<file path="src/rtl/stopwatch_timer_core.sv">
// Stopwatch / countdown engine: prescaled centisecond tick,
// run/pause/expire control and a first-word fall-through lap FIFO.
//
// Ports:
//   clockSignal      rising-edge clock
//   resetN           async active-low reset
//   modeSelect       0 stopwatch, 1 countdown (sampled in IDLE)
//   startStopPulse   start / pause / resume / acknowledge
//   splitResetPulse  lap / reset / preset load / acknowledge
//   loadValue        countdown preset (centiseconds)
//   lapReadPulse     pop FIFO head
//   countValue       current count
//   activeMode       latched mode
//   running          high while counting
//   tickPulse        one cycle per count update
//   ringSound        countdown expired
//   lapValid         FIFO not empty
//   lapData          FIFO head
//   lapCount         FIFO occupancy
//   lapOverflow      sticky: a lap was dropped on a full FIFO

module stopwatch_timer_core #(
  parameter int COUNT_WIDTH = 32,
  parameter int TICK_DIV    = 1000000,
  parameter int LAP_DEPTH   = 8
) (
  input  logic                           clockSignal,
  input  logic                           resetN,
  input  logic                           modeSelect,
  input  logic                           startStopPulse,
  input  logic                           splitResetPulse,
  input  logic [COUNT_WIDTH-1:0]         loadValue,
  input  logic                           lapReadPulse,
  output logic [COUNT_WIDTH-1:0]         countValue,
  output logic                           activeMode,
  output logic                           running,
  output logic                           tickPulse,
  output logic                           ringSound,
  output logic                           lapValid,
  output logic [COUNT_WIDTH-1:0]         lapData,
  output logic [$clog2(LAP_DEPTH+1)-1:0] lapCount,
  output logic                           lapOverflow
);

  localparam int PW = (TICK_DIV > 2) ? $clog2(TICK_DIV) : 1;
  localparam int AW = $clog2(LAP_DEPTH);
  localparam int CW = $clog2(LAP_DEPTH + 1);

  localparam logic [PW-1:0] PRESC_MAX = PW'(TICK_DIV - 1);
  localparam logic [PW-1:0] PRESC_ONE = {{(PW-1){1'b0}}, 1'b1};
  localparam logic [COUNT_WIDTH-1:0] CNT_ONE =
    {{(COUNT_WIDTH-1){1'b0}}, 1'b1};
  localparam logic [AW-1:0] PTR_ONE  = {{(AW-1){1'b0}}, 1'b1};
  localparam logic [CW-1:0] LAP_ONE  = {{(CW-1){1'b0}}, 1'b1};
  localparam logic [CW-1:0] LAP_FULL = CW'(LAP_DEPTH);

  typedef enum logic [1:0] {
    S_IDLE,
    S_RUN,
    S_PAUSE,
    S_EXP
  } state_t;

  state_t                 state_q, state_d;
  logic [PW-1:0]          presc_q, presc_d;
  logic [COUNT_WIDTH-1:0] preset_q, preset_d;
  logic [COUNT_WIDTH-1:0] cnt_d;
  logic                   mode_d;
  logic                   tick;
  logic                   expire;

  logic                   lap_push;
  logic                   fifo_clr;
  logic                   ovf_clr;
  logic                   lap_pop;
  logic                   lap_wr;
  logic                   lap_full;
  logic                   ovf_d;
  logic [CW-1:0]          lcnt_d;

  logic [COUNT_WIDTH-1:0] mem [LAP_DEPTH];
  logic [AW-1:0]          rd_q;
  logic [AW-1:0]          wr_q;

  // control FSM: next state, count, prescaler
  always_comb begin
    state_d  = state_q;
    presc_d  = presc_q;
    preset_d = preset_q;
    cnt_d    = countValue;
    mode_d   = activeMode;
    tick     = 1'b0;
    expire   = 1'b0;
    lap_push = 1'b0;
    fifo_clr = 1'b0;
    ovf_clr  = 1'b0;
    unique case (state_q)
      S_IDLE: begin
        presc_d = '0;
        mode_d  = modeSelect;
        if (startStopPulse) begin
          // a countdown from zero has nothing to count
          if (!modeSelect || countValue != '0) begin
            state_d = S_RUN;
          end
        end else if (splitResetPulse) begin
          if (modeSelect) begin
            preset_d = loadValue;
            cnt_d    = loadValue;
          end else begin
            cnt_d    = '0;
            fifo_clr = 1'b1;
            ovf_clr  = 1'b1;
          end
        end
      end
      S_RUN: begin
        tick    = (presc_q == PRESC_MAX);
        presc_d = tick ? '0 : presc_q + PRESC_ONE;
        if (tick) begin
          if (!activeMode) begin
            if (countValue != '1) begin
              cnt_d = countValue + CNT_ONE;
            end
          end else begin
            cnt_d = countValue - CNT_ONE;
            if (countValue == CNT_ONE) begin
              expire  = 1'b1;
              state_d = S_EXP;
            end
          end
        end
        // expiry swallows a coincident start
        if (startStopPulse) begin
          if (!expire) begin
            state_d = S_PAUSE;
          end
        end else if (splitResetPulse) begin
          lap_push = 1'b1;
        end
      end
      S_PAUSE: begin
        if (startStopPulse) begin
          state_d = S_RUN;
        end else if (splitResetPulse) begin
          state_d = S_IDLE;
          presc_d = '0;
          if (activeMode) begin
            cnt_d = preset_q;
          end else begin
            cnt_d    = '0;
            fifo_clr = 1'b1;
          end
        end
      end
      S_EXP: begin
        presc_d = '0;
        if (startStopPulse || splitResetPulse) begin
          state_d = S_IDLE;
          cnt_d   = preset_q;
        end
      end
      default: begin
        state_d = S_IDLE;
      end
    endcase
  end

  // lap FIFO bookkeeping; a pop frees room for a same-cycle push
  always_comb begin
    lap_full = (lapCount == LAP_FULL);
    lap_pop  = lapReadPulse && lapValid && !fifo_clr;
    lap_wr   = lap_push && (!lap_full || lap_pop);
    ovf_d    = lapOverflow;
    if (ovf_clr) begin
      ovf_d = 1'b0;
    end else if (lap_push && !lap_wr) begin
      ovf_d = 1'b1;
    end
    lcnt_d = lapCount;
    if (fifo_clr) begin
      lcnt_d = '0;
    end else if (lap_wr && !lap_pop) begin
      lcnt_d = lapCount + LAP_ONE;
    end else if (!lap_wr && lap_pop) begin
      lcnt_d = lapCount - LAP_ONE;
    end
  end

  always_ff @(posedge clockSignal or negedge resetN) begin
    if (!resetN) begin
      state_q    <= S_IDLE;
      presc_q    <= '0;
      preset_q   <= '0;
      countValue <= '0;
      activeMode <= 1'b0;
      running    <= 1'b0;
      ringSound  <= 1'b0;
      tickPulse  <= 1'b0;
    end else begin
      state_q    <= state_d;
      presc_q    <= presc_d;
      preset_q   <= preset_d;
      countValue <= cnt_d;
      activeMode <= mode_d;
      running    <= (state_d == S_RUN);
      ringSound  <= (state_d == S_EXP);
      tickPulse  <= tick;
    end
  end

  always_ff @(posedge clockSignal or negedge resetN) begin
    if (!resetN) begin
      rd_q        <= '0;
      wr_q        <= '0;
      lapCount    <= '0;
      lapValid    <= 1'b0;
      lapOverflow <= 1'b0;
    end else begin
      lapCount    <= lcnt_d;
      lapValid    <= (lcnt_d != '0);
      lapOverflow <= ovf_d;
      if (fifo_clr) begin
        rd_q <= '0;
        wr_q <= '0;
      end else begin
        if (lap_wr) begin
          wr_q <= wr_q + PTR_ONE;
        end
        if (lap_pop) begin
          rd_q <= rd_q + PTR_ONE;
        end
      end
    end
  end

  // storage needs no reset: lapData is masked while empty
  always_ff @(posedge clockSignal) begin
    if (lap_wr) begin
      mem[wr_q] <= countValue;
    end
  end

  assign lapData = lapValid ? mem[rd_q] : '0;

endmodule

</file>
<file path="config.mk">
export PLATFORM = sky130hd
export DESIGN_NAME = stopwatch_timer_core
export DESIGN_NICKNAME = d
export VERILOG_FILES = /design/src/rtl/stopwatch_timer_core.sv
export SDC_FILE = /design/constraint.sdc
export NUM_CORES = 1
export LEC_CHECK = 0
export ABC_CLOCK_PERIOD_IN_PS = 13400
export CAP_MARGIN = 0
export CORE_MARGIN = 2
export CORE_UTILIZATION = 50
export DETAILED_ROUTE_END_ITERATION = 10
export PLACE_DENSITY = 0.82
export SETUP_SLACK_MARGIN = 0.4
export SLEW_MARGIN = 30
export SYNTH_ARGS = -nofsm -noshare
export SYNTH_HDL_FRONTEND = slang
export SYNTH_SLANG_ARGS = --single-unit
export TNS_END_PERCENT = 30
</file>
<file path="constraint.sdc">
create_clock -name clockSignal -period 13.4 [get_ports clockSignal]
set_input_delay 2.01 -clock clockSignal [delete_from_list [all_inputs] [get_ports clockSignal]]
set_output_delay 2.01 -clock clockSignal [all_outputs]
set_load 0.1 [all_outputs]
</file>
==> run_summary.xml, run 1 <==
<?xml version="1.0" encoding="UTF-8"?>
<metrics>
  <group name="layout">
    <metric name="areaGrowthSynthToFinish" unit="%">17.2</metric>
    <metric name="postLayoutCellArea" unit="mm2">0.0187</metric>
    <metric name="post_route_cells_drive_above_1_share" unit="">0.175</metric>
    <metric name="final_core_util" unit="">0.595</metric>
    <metric name="nNetsFinal" unit="">1262</metric>
    <metric name="finish.cell_count_without_fillers" unit="">1646</metric>
  </group>
  <group name="grt">
    <metric name="grt_remaining_overflow" unit="">0</metric>
    <metric name="wire_length_of_the_first_global_routing_pass" unit="mm">60.1</metric>
    <metric name="antenna_violations_before_repair" unit="">1</metric>
    <metric name="number_of_global_route_vias_before_repair" unit="">10100</metric>
    <metric name="grt_max_degree" unit="">60</metric>
    <metric name="globalRouteTotalUtil" unit="">0.237</metric>
  </group>
  <group name="drt">
    <metric name="finalWirelength" unit="mm">39.2</metric>
    <metric name="viasPerCell" unit="">6.32</metric>
    <metric name="initialDrtViolationCount" unit="">1188</metric>
    <metric name="vias_post_dr" unit="">10400</metric>
    <metric name="ant_nets" unit="">0</metric>
    <metric name="drc" unit="">0</metric>
    <metric name="detail_route.first_pass.iterations" unit="">5</metric>
    <metric name="drt-wirelength-per-cell" unit="um">23.8</metric>
  </group>
  <group name="power_and_ir_drop">
    <metric name="share_comb_of_total_power" unit="">0.453</metric>
    <metric name="switchingPower" unit="mW">2.20</metric>
    <metric name="ir_drop" unit="mV">0.183</metric>
    <metric name="power_leakage" unit="nW">6.48</metric>
    <metric name="p_per_area" unit="mW/mm2">259</metric>
    <metric name="p_sw_frac" unit="">0.453</metric>
    <metric name="cell_internal_pwr" unit="mW">2.65</metric>
    <metric name="power.share.sequential" unit="">0.340</metric>
    <metric name="part_of_the_total_power_dissipated_in_the_clock_network" unit="">0.207</metric>
  </group>
  <group name="min_path">
    <metric name="holdCritPathClass" unit="">reg2reg</metric>
    <metric name="hold_path.startpoint" unit="">preset_q[11]$_DFFE_PN0P_</metric>
  </group>
  <group name="yosys">
    <metric name="post_syn_instances" unit="">1099</metric>
    <metric name="number_of_flops_mapped_to_enable_cells_by_yosys" unit="">256</metric>
    <metric name="yosys.area.top_type_share" unit="">0.481</metric>
    <metric name="synth_ff_type" unit="">sky130_fd_sc_hd__edfxtp_1</metric>
    <metric name="syn_area" unit="mm2">0.0160</metric>
    <metric name="netlist_top_cells_count" unit="">sky130_fd_sc_hd__edfxtp_1, sky130_fd_sc_hd__dfrtp_1, sky130_fd_sc_hd__mux4_2</metric>
    <metric name="ys_top_cells_by_area" unit="">sky130_fd_sc_hd__edfxtp_1, sky130_fd_sc_hd__dfrtp_1, sky130_fd_sc_hd__mux4_2</metric>
    <metric name="synth_warnings" unit="">0</metric>
    <metric name="synthesis.area_per_instance" unit="um2">14.5</metric>
    <metric name="postSynthNetCount" unit="">1145</metric>
    <metric name="yosysUniqueCellTypes" unit="">72</metric>
    <metric name="ys_seq_area_frac" unit="">0.641</metric>
    <metric name="synth.ff_latch_count" unit="">358</metric>
    <metric name="yosysTopAreaCell" unit="">sky130_fd_sc_hd__edfxtp_1</metric>
    <metric name="synthArstFlopShare" unit="">0.285</metric>
    <metric name="most_frequently_used_cell_type_in_the_post_synthesis_netlist" unit="">sky130_fd_sc_hd__edfxtp_1</metric>
  </group>
  <group name="placed_design">
    <metric name="port_buffers" unit="">111</metric>
    <metric name="place.detailed.hpwl" unit="mm">24.6</metric>
    <metric name="placed_cells_incl_taps" unit="">1579</metric>
    <metric name="place_congestion" unit="">0.947</metric>
    <metric name="placed_area" unit="mm2">0.0176</metric>
  </group>
  <group name="timing">
    <metric name="slew_headroom" unit="">0.301</metric>
    <metric name="timing_hold_violations_final" unit="">0</metric>
    <metric name="max_freq" unit="MHz">172</metric>
    <metric name="drv_slew" unit="">0</metric>
    <metric name="whs" unit="ps">508</metric>
    <metric name="final.min_clock_period" unit="ps">5820</metric>
    <metric name="worstMarginPinSlew" unit="ps">1040</metric>
    <metric name="finalSetupViolCount" unit="">0</metric>
    <metric name="period_share" unit="">0.435</metric>
    <metric name="setup_total_negative_slack" unit="ps">0</metric>
    <metric name="final.setup_skew" unit="ps">18.7</metric>
    <metric name="setup_repair_after_global_routing_missed_its_margin" unit="">false</metric>
  </group>
  <group name="setup_path">
    <metric name="worstReg2RegStart" unit="">lapValid$_DFF_PN0_</metric>
    <metric name="crit_type" unit="">reg2out</metric>
    <metric name="critPathArrivalTime" unit="ps">3810</metric>
    <metric name="crit_end" unit="">lapData[19]</metric>
    <metric name="reg2reg_depth" unit="">7</metric>
    <metric name="crit_fanout" unit="">50</metric>
    <metric name="critical_path_required" unit="ps">11390</metric>
    <metric name="worst_setup_path_startpoint" unit="">rd_q[1]$_DFFE_PN0P_</metric>
    <metric name="cp-start-kind" unit="">flip-flop</metric>
    <metric name="worst_setup_path_end_kind" unit="">output port</metric>
    <metric name="setup.reg_to_reg.worst_slack" unit="ps">9580</metric>
    <metric name="critical_path.reg2reg.endpoint" unit="">mem[5][27]$_DFFE_PP_</metric>
  </group>
  <group name="clock_network">
    <metric name="cts-root-buf" unit="">sky130_fd_sc_hd__clkbuf_16</metric>
    <metric name="cts.repair_timing.setup_buffer_count" unit="">0</metric>
    <metric name="number_of_h_tree_branching_levels" unit="">2</metric>
    <metric name="clock_sinks" unit="">358</metric>
    <metric name="cts_tree" unit="">yes</metric>
    <metric name="clkLatencyLatePin" unit="ps">530</metric>
    <metric name="post_cts_resized" unit="">0</metric>
    <metric name="numCtsBuffers" unit="">37</metric>
    <metric name="cts.hold.buffers_added" unit="">0</metric>
    <metric name="worst_setup_hold_path_clk_slew" unit="ps">60</metric>
    <metric name="cts.path.max_buffers" unit="">3</metric>
  </group>
  <group name="die">
    <metric name="design.core.area" unit="mm2">0.0315</metric>
    <metric name="dieHeight" unit="um">183</metric>
    <metric name="floorplan.initialDensity" unit="">0.508</metric>
    <metric name="die_area" unit="mm2">0.0334</metric>
    <metric name="num_io_pins" unit="">112</metric>
    <metric name="floorplan.die.width" unit="um">183</metric>
    <metric name="floorplan.rows" unit="">65</metric>
  </group>
  <group name="outcome">
    <metric name="outcome" unit="">complete, no violations</metric>
  </group>
  <group name="run">
    <metric name="max_cap_viol_count" unit="">0</metric>
  </group>
</metrics>
[through the flow]
step                      setup slack [ps]  total power, mW
after floorplan                       7530             3.32
after global placement                7950             3.80
after detailed placement              7870             3.85
after CTS                             7570             4.86
after global routing                  7440             5.04
final                                 7580             4.85
[how the worst min path moves through the flow]
stage	endpoint	slack, ps	cells past startpoint
final	preset_q[11]$_DFFE_PN0P_	510	1
after floorplan	presc_q[11]$_DFFE_PN0P_	470	1
after global routing	preset_q[2]$_DFFE_PN0P_	520	1
after global placement	preset_q[9]$_DFFE_PN0P_	490	1
after CTS	preset_q[14]$_DFFE_PN0P_	510	1
after detailed placement	preset_q[11]$_DFFE_PN0P_	490	1
[power by group through the flow]
stage               combinational (mW)  sequential [mW]  clock (mW)
floorplan                         1.45             1.87           0
detailed placement                2.19             1.66           0
global placement                  2.16             1.64           0
CTS                               2.21             1.64        1.01
finish                            2.20             1.65        1.00
global route                      2.32             1.67        1.06
[sequential cells by signal (all words and copies together) (netlist names)]
signal,flops
activeMode,1
countValue,32
lapCount,4
lapOverflow,1
lapValid,1
mem,256
presc_q,20
preset_q,32
rd_q,3
ringSound,1
running,1
state_q,2
tickPulse,1
wr_q,3
[critical path, cell delays in order (launching register included)]
cell and delay (ps):
sky130_fd_sc_hd__dfrtp_2 640, sky130_fd_sc_hd__buf_4 650, sky130_fd_sc_hd__mux4_2 360, sky130_fd_sc_hd__mux2i_1 80
sky130_fd_sc_hd__nor2b_1 280, sky130_fd_sc_hd__clkdlybuf4s50_1 1190
[logic make-up (layout without fill, tap and decap cells)]
logic type | Yosys count | after routing | synth area share
muxes | 129 | 129 | 0.133
AOI/OAI and AO/OA | 214 | 214 | 0.0905
buffers and inverters | 81 | 225 | 0.0226
DFF | 358 | 358 | 0.641
xor gates and xnor gates | 8 | 8 | 0.00439
other | 0 | 1 | 0
and+or+nand+nor | 301 | 301 | 0.102
adders and majority gates | 8 | 8 | 0.00627
[placed cells by master, fill, tap and decap left out, drive strengths merged, types with 6 or more instances in the layout]
| cell | count |
|---|---|
| xor2 | 6 |
| o2bb2ai | 10 |
| nand2 | 57 |
| dfrtp | 102 |
| clkdlybuf4s50 | 102 |
| a22o | 14 |
| nand3 | 33 |
| a21oi | 30 |
| ha | 8 |
| and2 | 10 |
| clkbuf | 51 |
| edfxtp | 256 |
| or3 | 6 |
| o22ai | 9 |
| nand4 | 23 |
| nand2b | 7 |
| nor3b | 7 |
| nor3 | 19 |
| buf | 39 |
| a31oi | 14 |
| nor2b | 38 |
| inv | 19 |
| mux4 | 64 |
| nor2 | 61 |
| mux2i | 34 |
| and4 | 6 |
| clkinv | 11 |
| mux2 | 31 |
| nor4 | 12 |
| o31ai | 10 |
| a222oi | 9 |
| o21ai | 84 |
[per-layer routing]
metal  share of wire  GRT usage
met5               0          0
met4           0.027     0.0642
met3           0.085     0.0419
met2            0.49      0.397
met1            0.40      0.323
[layout make-up]
type,count,area [um2]
Antenna cell,1,2.50
Clock buffer,50,1030
Clock inverter,16,155
Fill cell,2303,12800
Inverter,17,63.8
Multi-Input combinational cell,660,5420
Sequential cell,358,10200
Tap cell,402,503
Timing Repair Buffer,142,1310
(Power assumes the default switching activity.)
==> run 2, diff against run 1 <==
--- a/config.mk
+++ b/config.mk
@@ -5,12 +5,12 @@
 export SDC_FILE = /design/constraint.sdc
 export NUM_CORES = 1
 export LEC_CHECK = 0
-export ABC_CLOCK_PERIOD_IN_PS = 13400
+export ABC_CLOCK_PERIOD_IN_PS = 4800
 export CAP_MARGIN = 0
 export CORE_MARGIN = 2
 export CORE_UTILIZATION = 50
 export DETAILED_ROUTE_END_ITERATION = 10
-export PLACE_DENSITY = 0.82
+export PLACE_DENSITY = 0.84
 export SETUP_SLACK_MARGIN = 0.4
 export SLEW_MARGIN = 30
 export SYNTH_ARGS = -nofsm -noshare
==> constraint.sdc (replaced) <==
create_clock -name clockSignal -period 4.8 [get_ports clockSignal]
set_input_delay 0.72 -clock clockSignal [delete_from_list [all_inputs] [get_ports clockSignal]]
set_output_delay 0.72 -clock clockSignal [all_outputs]
set_load 0.1 [all_outputs]
==> run_summary.xml, run 2 (synthesis gave the netlist of run 1 again) <==
<?xml version="1.0" encoding="UTF-8"?>
<metrics>
  <group name="outcome">
    <metric name="outcome" unit="">complete, no violations</metric>
  </group>
  <group name="layout">
    <metric name="max_ffs_per_register" unit="">256</metric>
    <metric name="most_frequent_standard_cell_in_the_layout_excluding_fill_and_tap_cells" unit="">sky130_fd_sc_hd__edfxtp_1</metric>
    <metric name="areaGrowthSynthToFinish" unit="%">17.1</metric>
    <metric name="layout.area.seq" unit="mm2">0.0102</metric>
    <metric name="nNetsFinal" unit="">1259</metric>
    <metric name="multiInputGateArea" unit="mm2">0.00543</metric>
    <metric name="finish.cell_count_without_fillers" unit="">1644</metric>
    <metric name="layout_top_registers" unit="">mem: 256 flops, countValue: 32 flops, preset_q: 32 flops</metric>
    <metric name="post_route_cells_drive_above_1_share" unit="">0.170</metric>
    <metric name="postLayoutCellArea" unit="mm2">0.0187</metric>
    <metric name="n_fill_cell" unit="">2296</metric>
    <metric name="mostFrequentLayoutCells" unit="">sky130_fd_sc_hd__edfxtp_1, sky130_fd_sc_hd__clkdlybuf4s50_1, sky130_fd_sc_hd__dfrtp_1</metric>
    <metric name="top_register" unit="">mem</metric>
  </group>
  <group name="drt">
    <metric name="viasPerCell" unit="">6.36</metric>
    <metric name="initialDrtViolationCount" unit="">1215</metric>
    <metric name="drt-wirelength-per-cell" unit="um">24.5</metric>
    <metric name="finalWirelength" unit="mm">40.3</metric>
    <metric name="detail_route.first_pass.iterations" unit="">5</metric>
    <metric name="ant_nets" unit="">0</metric>
    <metric name="vias_post_dr" unit="">10500</metric>
    <metric name="drc" unit="">0</metric>
  </group>
  <group name="die">
    <metric name="num_io_pins" unit="">112</metric>
    <metric name="dieHeight" unit="um">183</metric>
    <metric name="floorplan.rows" unit="">65</metric>
    <metric name="die_area" unit="mm2">0.0334</metric>
    <metric name="floorplan.die.width" unit="um">183</metric>
    <metric name="floorplan.initialDensity" unit="">0.508</metric>
    <metric name="design.core.area" unit="mm2">0.0315</metric>
  </group>
  <group name="grt">
    <metric name="number_of_global_route_vias_before_repair" unit="">10400</metric>
    <metric name="grt_remaining_overflow" unit="">0</metric>
    <metric name="wire_length_of_the_first_global_routing_pass" unit="mm">62.1</metric>
    <metric name="antenna_violations_before_repair" unit="">1</metric>
    <metric name="grt_max_degree" unit="">62</metric>
    <metric name="globalRouteTotalUtil" unit="">0.245</metric>
  </group>
  <group name="setup_path">
    <metric name="worstPathBufferInverterCount" unit="">2</metric>
    <metric name="path_delay_family" unit="">buffers and inverters</metric>
    <metric name="critPathSlowestCell" unit="">sky130_fd_sc_hd__clkdlybuf4s50_1</metric>
    <metric name="cp_cell_sequence" unit="">buf_4 &gt; mux4_2 &gt; mux2i_1 &gt; nor2b_1 &gt; clkdlybuf4s50_1</metric>
    <metric name="worst_setup_path_end_kind" unit="">output port</metric>
    <metric name="crit_type" unit="">reg2out</metric>
    <metric name="critPathArrivalTime" unit="ps">3500</metric>
    <metric name="setup.reg_to_reg.worst_slack" unit="ps">1470</metric>
    <metric name="cpPeakStageDelay" unit="ps">970</metric>
    <metric name="crit_fanout" unit="">18</metric>
    <metric name="critical_path_required" unit="ps">4080</metric>
    <metric name="cp-start-kind" unit="">flip-flop</metric>
  </group>
  <group name="placed_design">
    <metric name="place_congestion" unit="">0.929</metric>
    <metric name="place.detailed.hpwl" unit="mm">24.6</metric>
    <metric name="placed_cells_incl_taps" unit="">1576</metric>
    <metric name="placed_area" unit="mm2">0.0176</metric>
    <metric name="post-place-ws" unit="ps">1070</metric>
    <metric name="port_buffers" unit="">111</metric>
  </group>
  <group name="clock_network">
    <metric name="cts.repair_timing.setup_buffer_count" unit="">0</metric>
    <metric name="clkLatencyLatePin" unit="ps">540</metric>
    <metric name="cts.hold.buffers_added" unit="">0</metric>
    <metric name="worst_setup_hold_path_clk_slew" unit="ps">60</metric>
    <metric name="number_of_h_tree_branching_levels" unit="">2</metric>
    <metric name="numCtsBuffers" unit="">37</metric>
    <metric name="cts.path.max_buffers" unit="">3</metric>
    <metric name="post_cts_resized" unit="">0</metric>
    <metric name="cts-root-buf" unit="">sky130_fd_sc_hd__clkbuf_16</metric>
    <metric name="clock_sinks" unit="">358</metric>
    <metric name="cts_tree" unit="">yes</metric>
  </group>
  <group name="timing">
    <metric name="worstMarginPinSlew" unit="ps">1030</metric>
    <metric name="final.min_clock_period" unit="ps">4220</metric>
    <metric name="max_freq" unit="MHz">237</metric>
    <metric name="period_share" unit="">0.878</metric>
    <metric name="setup_repair_after_global_routing_missed_its_margin" unit="">false</metric>
    <metric name="setup_slack" unit="ps">584</metric>
    <metric name="drv_slew" unit="">0</metric>
    <metric name="finalSetupViolCount" unit="">0</metric>
    <metric name="slew_headroom" unit="">0.310</metric>
    <metric name="setup_total_negative_slack" unit="ps">0</metric>
    <metric name="timing_hold_violations_final" unit="">0</metric>
    <metric name="final.setup_skew" unit="ps">19.4</metric>
  </group>
  <group name="run">
    <metric name="max_cap_viol_count" unit="">0</metric>
  </group>
  <group name="power_and_ir_drop">
    <metric name="p_per_area" unit="mW/mm2">723</metric>
    <metric name="share_comb_of_total_power" unit="">0.455</metric>
    <metric name="part_of_the_total_power_dissipated_in_the_clock_network" unit="">0.200</metric>
    <metric name="p_sw_frac" unit="">0.457</metric>
    <metric name="cell_internal_pwr" unit="mW">7.34</metric>
    <metric name="power_leakage" unit="nW">6.44</metric>
    <metric name="ir_drop" unit="mV">0.515</metric>
    <metric name="power.share.sequential" unit="">0.345</metric>
    <metric name="switchingPower" unit="mW">6.18</metric>
  </group>
  <group name="min_path">
    <metric name="holdCritPathClass" unit="">in2async</metric>
  </group>
</metrics>
[run 2: cell count changes in the layout (fill, tap and decap cells not counted), sizes merged]
cell and delta:
inv -1, clkbuf -3, buf -4, bufinv -1
clkinv +5, clkdlybuf4s50 +2
[run 2: worst register-to-register path, delay by kind of cell, from the launching register on]
kind | cells | cell delay [ps]
simple gates | 3 | 1110
compound gates | 3 | 1010
flops | 1 | 720
buf+inv | 1 | 400
[run 2: cell type report]
| class | count | area share |
|---|---|---|
| diodes | 1 | 0.000134 |
| clock buffers | 48 | 0.0534 |
| clock inverters | 19 | 0.00729 |
| inverters | 17 | 0.00341 |
| multi-input cells | 660 | 0.290 |
| flip-flops and latches | 358 | 0.548 |
| well taps | 402 | 0.0269 |
| repair buffers | 139 | 0.0706 |
[run 2: power groups by stage]
| stage | Combinational [mW] | Clock (mW) | Sequential [mW] |
|---|---|---|---|
| 2_1_floorplan | 4.05 | 0 | 5.21 |
| 3_3_place_gp | 6.00 | 0 | 4.65 |
| 3_5_place_dp | 6.11 | 0 | 4.69 |
| 4_1_cts | 6.17 | 2.75 | 4.65 |
| 5_1_grt | 6.47 | 2.85 | 4.74 |
| 6_report | 6.15 | 2.71 | 4.66 |
[run 2: metal layers]
| metal | GRT usage | wire [um] | share of wire | vias up |
|---|---|---|---|---|
| met2 | 0.429 | 20700 | 0.51 | 508 |
| li1 | - | - | - | 4560 |
| met4 | 0.0539 | 766 | 0.019 | 0 |
| met1 | 0.326 | 15600 | 0.39 | 5318 |
| met5 | 0 | 0 | 0 | - |
| met3 | 0.0383 | 3250 | 0.080 | 73 |
[run 2: final timing paths]
kind | startpoint | end | depth (start not counted)
min reg2reg | preset_q[29]$_DFFE_PN0P_ | preset_q[29]$_DFFE_PN0P_ | 1
max | rd_q[0]$_DFFE_PN0P_ | lapData[26] | 5
min in group clockSignal | preset_q[29]$_DFFE_PN0P_ | preset_q[29]$_DFFE_PN0P_ | 1
max reg2reg | countValue[23]$_DFFE_PN0P_ | countValue[0]$_DFFE_PN0P_ | 7
max in group asynchronous | resetN | countValue[18]$_DFFE_PN0P_ | 2
min | resetN | tickPulse$_DFF_PN0_ | 1
[run 2: stage by stage]
step                       util  total power [mW]  hold slack, ps
after floorplan               -              9.26             424
after global placement    0.558              10.6             487
after detailed placement  0.558              10.8             494
after CTS                 0.595              13.6             314
after global routing      0.594              14.1             363
final                     0.594              13.5             298
==> run 3, diff against run 2 <==
--- a/config.mk
+++ b/config.mk
@@ -16,4 +16,4 @@
 export SYNTH_ARGS = -nofsm -noshare
 export SYNTH_HDL_FRONTEND = slang
 export SYNTH_SLANG_ARGS = --single-unit
-export TNS_END_PERCENT = 30
+export TNS_END_PERCENT = 100
==> run_summary.xml, run 3 (synthesis gave the netlist of run 1 again) <==
<?xml version="1.0" encoding="UTF-8"?>
<metrics>
  <group name="outcome">
    <metric name="outcome" unit="">complete, no violations</metric>
  </group>
  <group name="layout">
    <metric name="areaGrowthSynthToFinish" unit="%">17.4</metric>
    <metric name="nNetsFinal" unit="">1260</metric>
    <metric name="layout.area.seq" unit="mm2">0.0102</metric>
    <metric name="most_frequent_standard_cell_in_the_layout_excluding_fill_and_tap_cells" unit="">sky130_fd_sc_hd__edfxtp_1</metric>
    <metric name="antenna-diode-count" unit="">0</metric>
    <metric name="post_route_cells_drive_above_1_share" unit="">0.179</metric>
    <metric name="n_fill_cell" unit="">2276</metric>
    <metric name="mostFrequentLayoutCells" unit="">sky130_fd_sc_hd__edfxtp_1, sky130_fd_sc_hd__clkdlybuf4s50_1, sky130_fd_sc_hd__dfrtp_1</metric>
    <metric name="multiInputGateArea" unit="mm2">0.00544</metric>
    <metric name="finish.cell_count_without_fillers" unit="">1643</metric>
    <metric name="top_register" unit="">mem</metric>
    <metric name="max_ffs_per_register" unit="">256</metric>
    <metric name="layout_top_registers" unit="">mem: 256 flops, countValue: 32 flops, preset_q: 32 flops</metric>
  </group>
  <group name="placed_design">
    <metric name="place.detailed.hpwl" unit="mm">23.5</metric>
    <metric name="place_congestion" unit="">0.912</metric>
    <metric name="port_buffers" unit="">111</metric>
    <metric name="placed_cells_incl_taps" unit="">1577</metric>
  </group>
  <group name="die">
    <metric name="die_area" unit="mm2">0.0334</metric>
    <metric name="design.core.area" unit="mm2">0.0315</metric>
    <metric name="floorplan.die.width" unit="um">183</metric>
    <metric name="floorplan.initialDensity" unit="">0.508</metric>
    <metric name="floorplan.rows" unit="">65</metric>
    <metric name="dieHeight" unit="um">183</metric>
    <metric name="num_io_pins" unit="">112</metric>
  </group>
  <group name="clock_network">
    <metric name="numCtsBuffers" unit="">36</metric>
    <metric name="clkLatencyLatePin" unit="ps">530</metric>
    <metric name="number_of_h_tree_branching_levels" unit="">2</metric>
    <metric name="cts.hold.buffers_added" unit="">0</metric>
    <metric name="clock_sinks" unit="">358</metric>
    <metric name="cts-root-buf" unit="">sky130_fd_sc_hd__clkbuf_16</metric>
    <metric name="worst_setup_hold_path_clk_slew" unit="ps">60</metric>
    <metric name="cts_tree" unit="">yes</metric>
    <metric name="cts.path.max_buffers" unit="">3</metric>
  </group>
  <group name="grt">
    <metric name="number_of_global_route_vias_before_repair" unit="">10400</metric>
    <metric name="wire_length_of_the_first_global_routing_pass" unit="mm">59.5</metric>
    <metric name="globalRouteTotalUtil" unit="">0.231</metric>
    <metric name="grt_remaining_overflow" unit="">0</metric>
    <metric name="grt_max_degree" unit="">65</metric>
    <metric name="antenna_violations_before_repair" unit="">0</metric>
  </group>
  <group name="timing">
    <metric name="whs" unit="ps">205</metric>
    <metric name="max_freq" unit="MHz">248</metric>
    <metric name="slew_headroom" unit="">0.301</metric>
    <metric name="worstMarginPinSlew" unit="ps">1040</metric>
    <metric name="drv_slew" unit="">0</metric>
    <metric name="period_share" unit="">0.839</metric>
    <metric name="final.min_clock_period" unit="ps">4030</metric>
    <metric name="final.setup_skew" unit="ps">16.6</metric>
    <metric name="setup_repair_after_global_routing_missed_its_margin" unit="">false</metric>
    <metric name="finalSetupViolCount" unit="">0</metric>
    <metric name="timing_hold_violations_final" unit="">0</metric>
  </group>
  <group name="setup_path">
    <metric name="crit_type" unit="">reg2out</metric>
    <metric name="worstReg2RegStart" unit="">countValue[24]$_DFFE_PN0P_</metric>
    <metric name="worst_setup_path_end_kind" unit="">output port</metric>
    <metric name="setup.reg_to_reg.worst_slack" unit="ps">1670</metric>
    <metric name="critPathSlowestCell" unit="">sky130_fd_sc_hd__clkdlybuf4s50_1</metric>
    <metric name="reg2reg_depth" unit="">7</metric>
    <metric name="critical_path_required" unit="ps">4080</metric>
    <metric name="critPathArrivalTime" unit="ps">3310</metric>
    <metric name="crit_fanout" unit="">20</metric>
    <metric name="cpPeakStageDelay" unit="ps">960</metric>
    <metric name="cp_cell_sequence" unit="">buf_4 &gt; mux4_2 &gt; mux2i_1 &gt; nor2b_1 &gt; clkdlybuf4s50_1</metric>
    <metric name="cp-start-kind" unit="">flip-flop</metric>
    <metric name="critical_path.reg2reg.endpoint" unit="">countValue[14]$_DFFE_PN0P_</metric>
  </group>
  <group name="run">
    <metric name="max_cap_viol_count" unit="">0</metric>
  </group>
  <group name="drt">
    <metric name="initialDrtViolationCount" unit="">1134</metric>
    <metric name="detail_route.first_pass.iterations" unit="">5</metric>
    <metric name="ant_nets" unit="">0</metric>
    <metric name="drc" unit="">0</metric>
    <metric name="drt-wirelength-per-cell" unit="um">23.1</metric>
    <metric name="finalWirelength" unit="mm">38.0</metric>
    <metric name="vias_post_dr" unit="">10300</metric>
    <metric name="viasPerCell" unit="">6.29</metric>
  </group>
  <group name="power_and_ir_drop">
    <metric name="total_power" unit="mW">13.5</metric>
    <metric name="p_per_area" unit="mW/mm2">720</metric>
    <metric name="power_leakage" unit="nW">6.47</metric>
    <metric name="ir_drop" unit="mV">0.585</metric>
  </group>
  <group name="min_path">
    <metric name="holdCritPathClass" unit="">in2async</metric>
  </group>
</metrics>
[run 3: cell types whose count changed in the layout (fill, tap and decap cells not counted), moves of 2 or more]
cell | before | now
sky130_fd_sc_hd__buf_4 | 30 | 34
sky130_fd_sc_hd__bufinv_16 | 1 | 3
sky130_fd_sc_hd__clkbuf_1 | 9 | 7
sky130_fd_sc_hd__clkbuf_16 | 38 | 36
sky130_fd_sc_hd__clkdlybuf4s50_1 | 104 | 100
sky130_fd_sc_hd__clkinv_1 | 10 | 4
sky130_fd_sc_hd__clkinv_2 | 5 | 7
sky130_fd_sc_hd__clkinvlp_4 | 1 | 3
sky130_fd_sc_hd__nor3_1 | 13 | 15
sky130_fd_sc_hd__nor3_2 | 6 | 3
[run 3: timing repair]
| item | 4_1_cts | 5_1_grt |
|---|---|---|
| resized for setup | 0 | 0 |
| endpoints found under the setup margin | 0 | 7 |
| buffers inserted | 0 | 1 |
[run 3: layer usage]
metal	GRT usage	share of wire
met5	0	0
met4	0.0526	0.017
met3	0.0391	0.083
met2	0.387	0.49
met1	0.321	0.41
[run 3: worst max-delay path: cells and delay by family, from the launching register on]
family / cells / cell delay [ps]
AND/OR/NAND/NOR: 1 / 70
flip-flops: 1 / 710
multiplexers: 2 / 710
buffers and inverters: 2 / 1270
[run 3: final cells by class]
cell class,instances,area share
clock buffers,45,0.0509
clock inverters,20,0.0105
inverters,17,0.00340
multi-input cells,660,0.290
flip-flops and latches,358,0.547
well taps,402,0.0268
repair buffers,141,0.0716
[run 3: worst max-delay path by stage]
| stage | startpoint | end | slack [ps] | cells after the start |
|---|---|---|---|---|
| 2_1_floorplan | lapCount[0]$_DFF_PN0_ | mem[3][0]$_DFFE_PP_ | -180 | 7 |
| 3_3_place_gp | rd_q[0]$_DFFE_PN0P_ | lapData[24] | 1060 | 5 |
| 3_5_place_dp | rd_q[0]$_DFFE_PN0P_ | lapData[28] | 1000 | 5 |
| 4_1_cts | rd_q[0]$_DFFE_PN0P_ | lapData[22] | 470 | 5 |
| 5_1_grt | rd_q[0]$_DFFE_PN0P_ | lapData[22] | 550 | 5 |
| 6_report | rd_q[0]$_DFFE_PN0P_ | lapData[28] | 770 | 5 |
[run 3: through the flow]
step	util	worst slack (ps)	instance area, um2	TNS (ps)
finish	0.596	773	18700	0
global route	0.596	554	18700	0
CTS	0.595	465	18700	0
detailed placement	0.558	1000	17600	0
global placement	0.559	1060	17600	0
floorplan	-	-178	16000	-10830
[run 3: where the power goes]
group / internal (mW) / switching [mW] / leakage (nW)
combinational: 1.88 / 4.20 / 2.26
clock: 1.58 / 1.17 / 0.558
sequential: 3.92 / 0.741 / 3.65
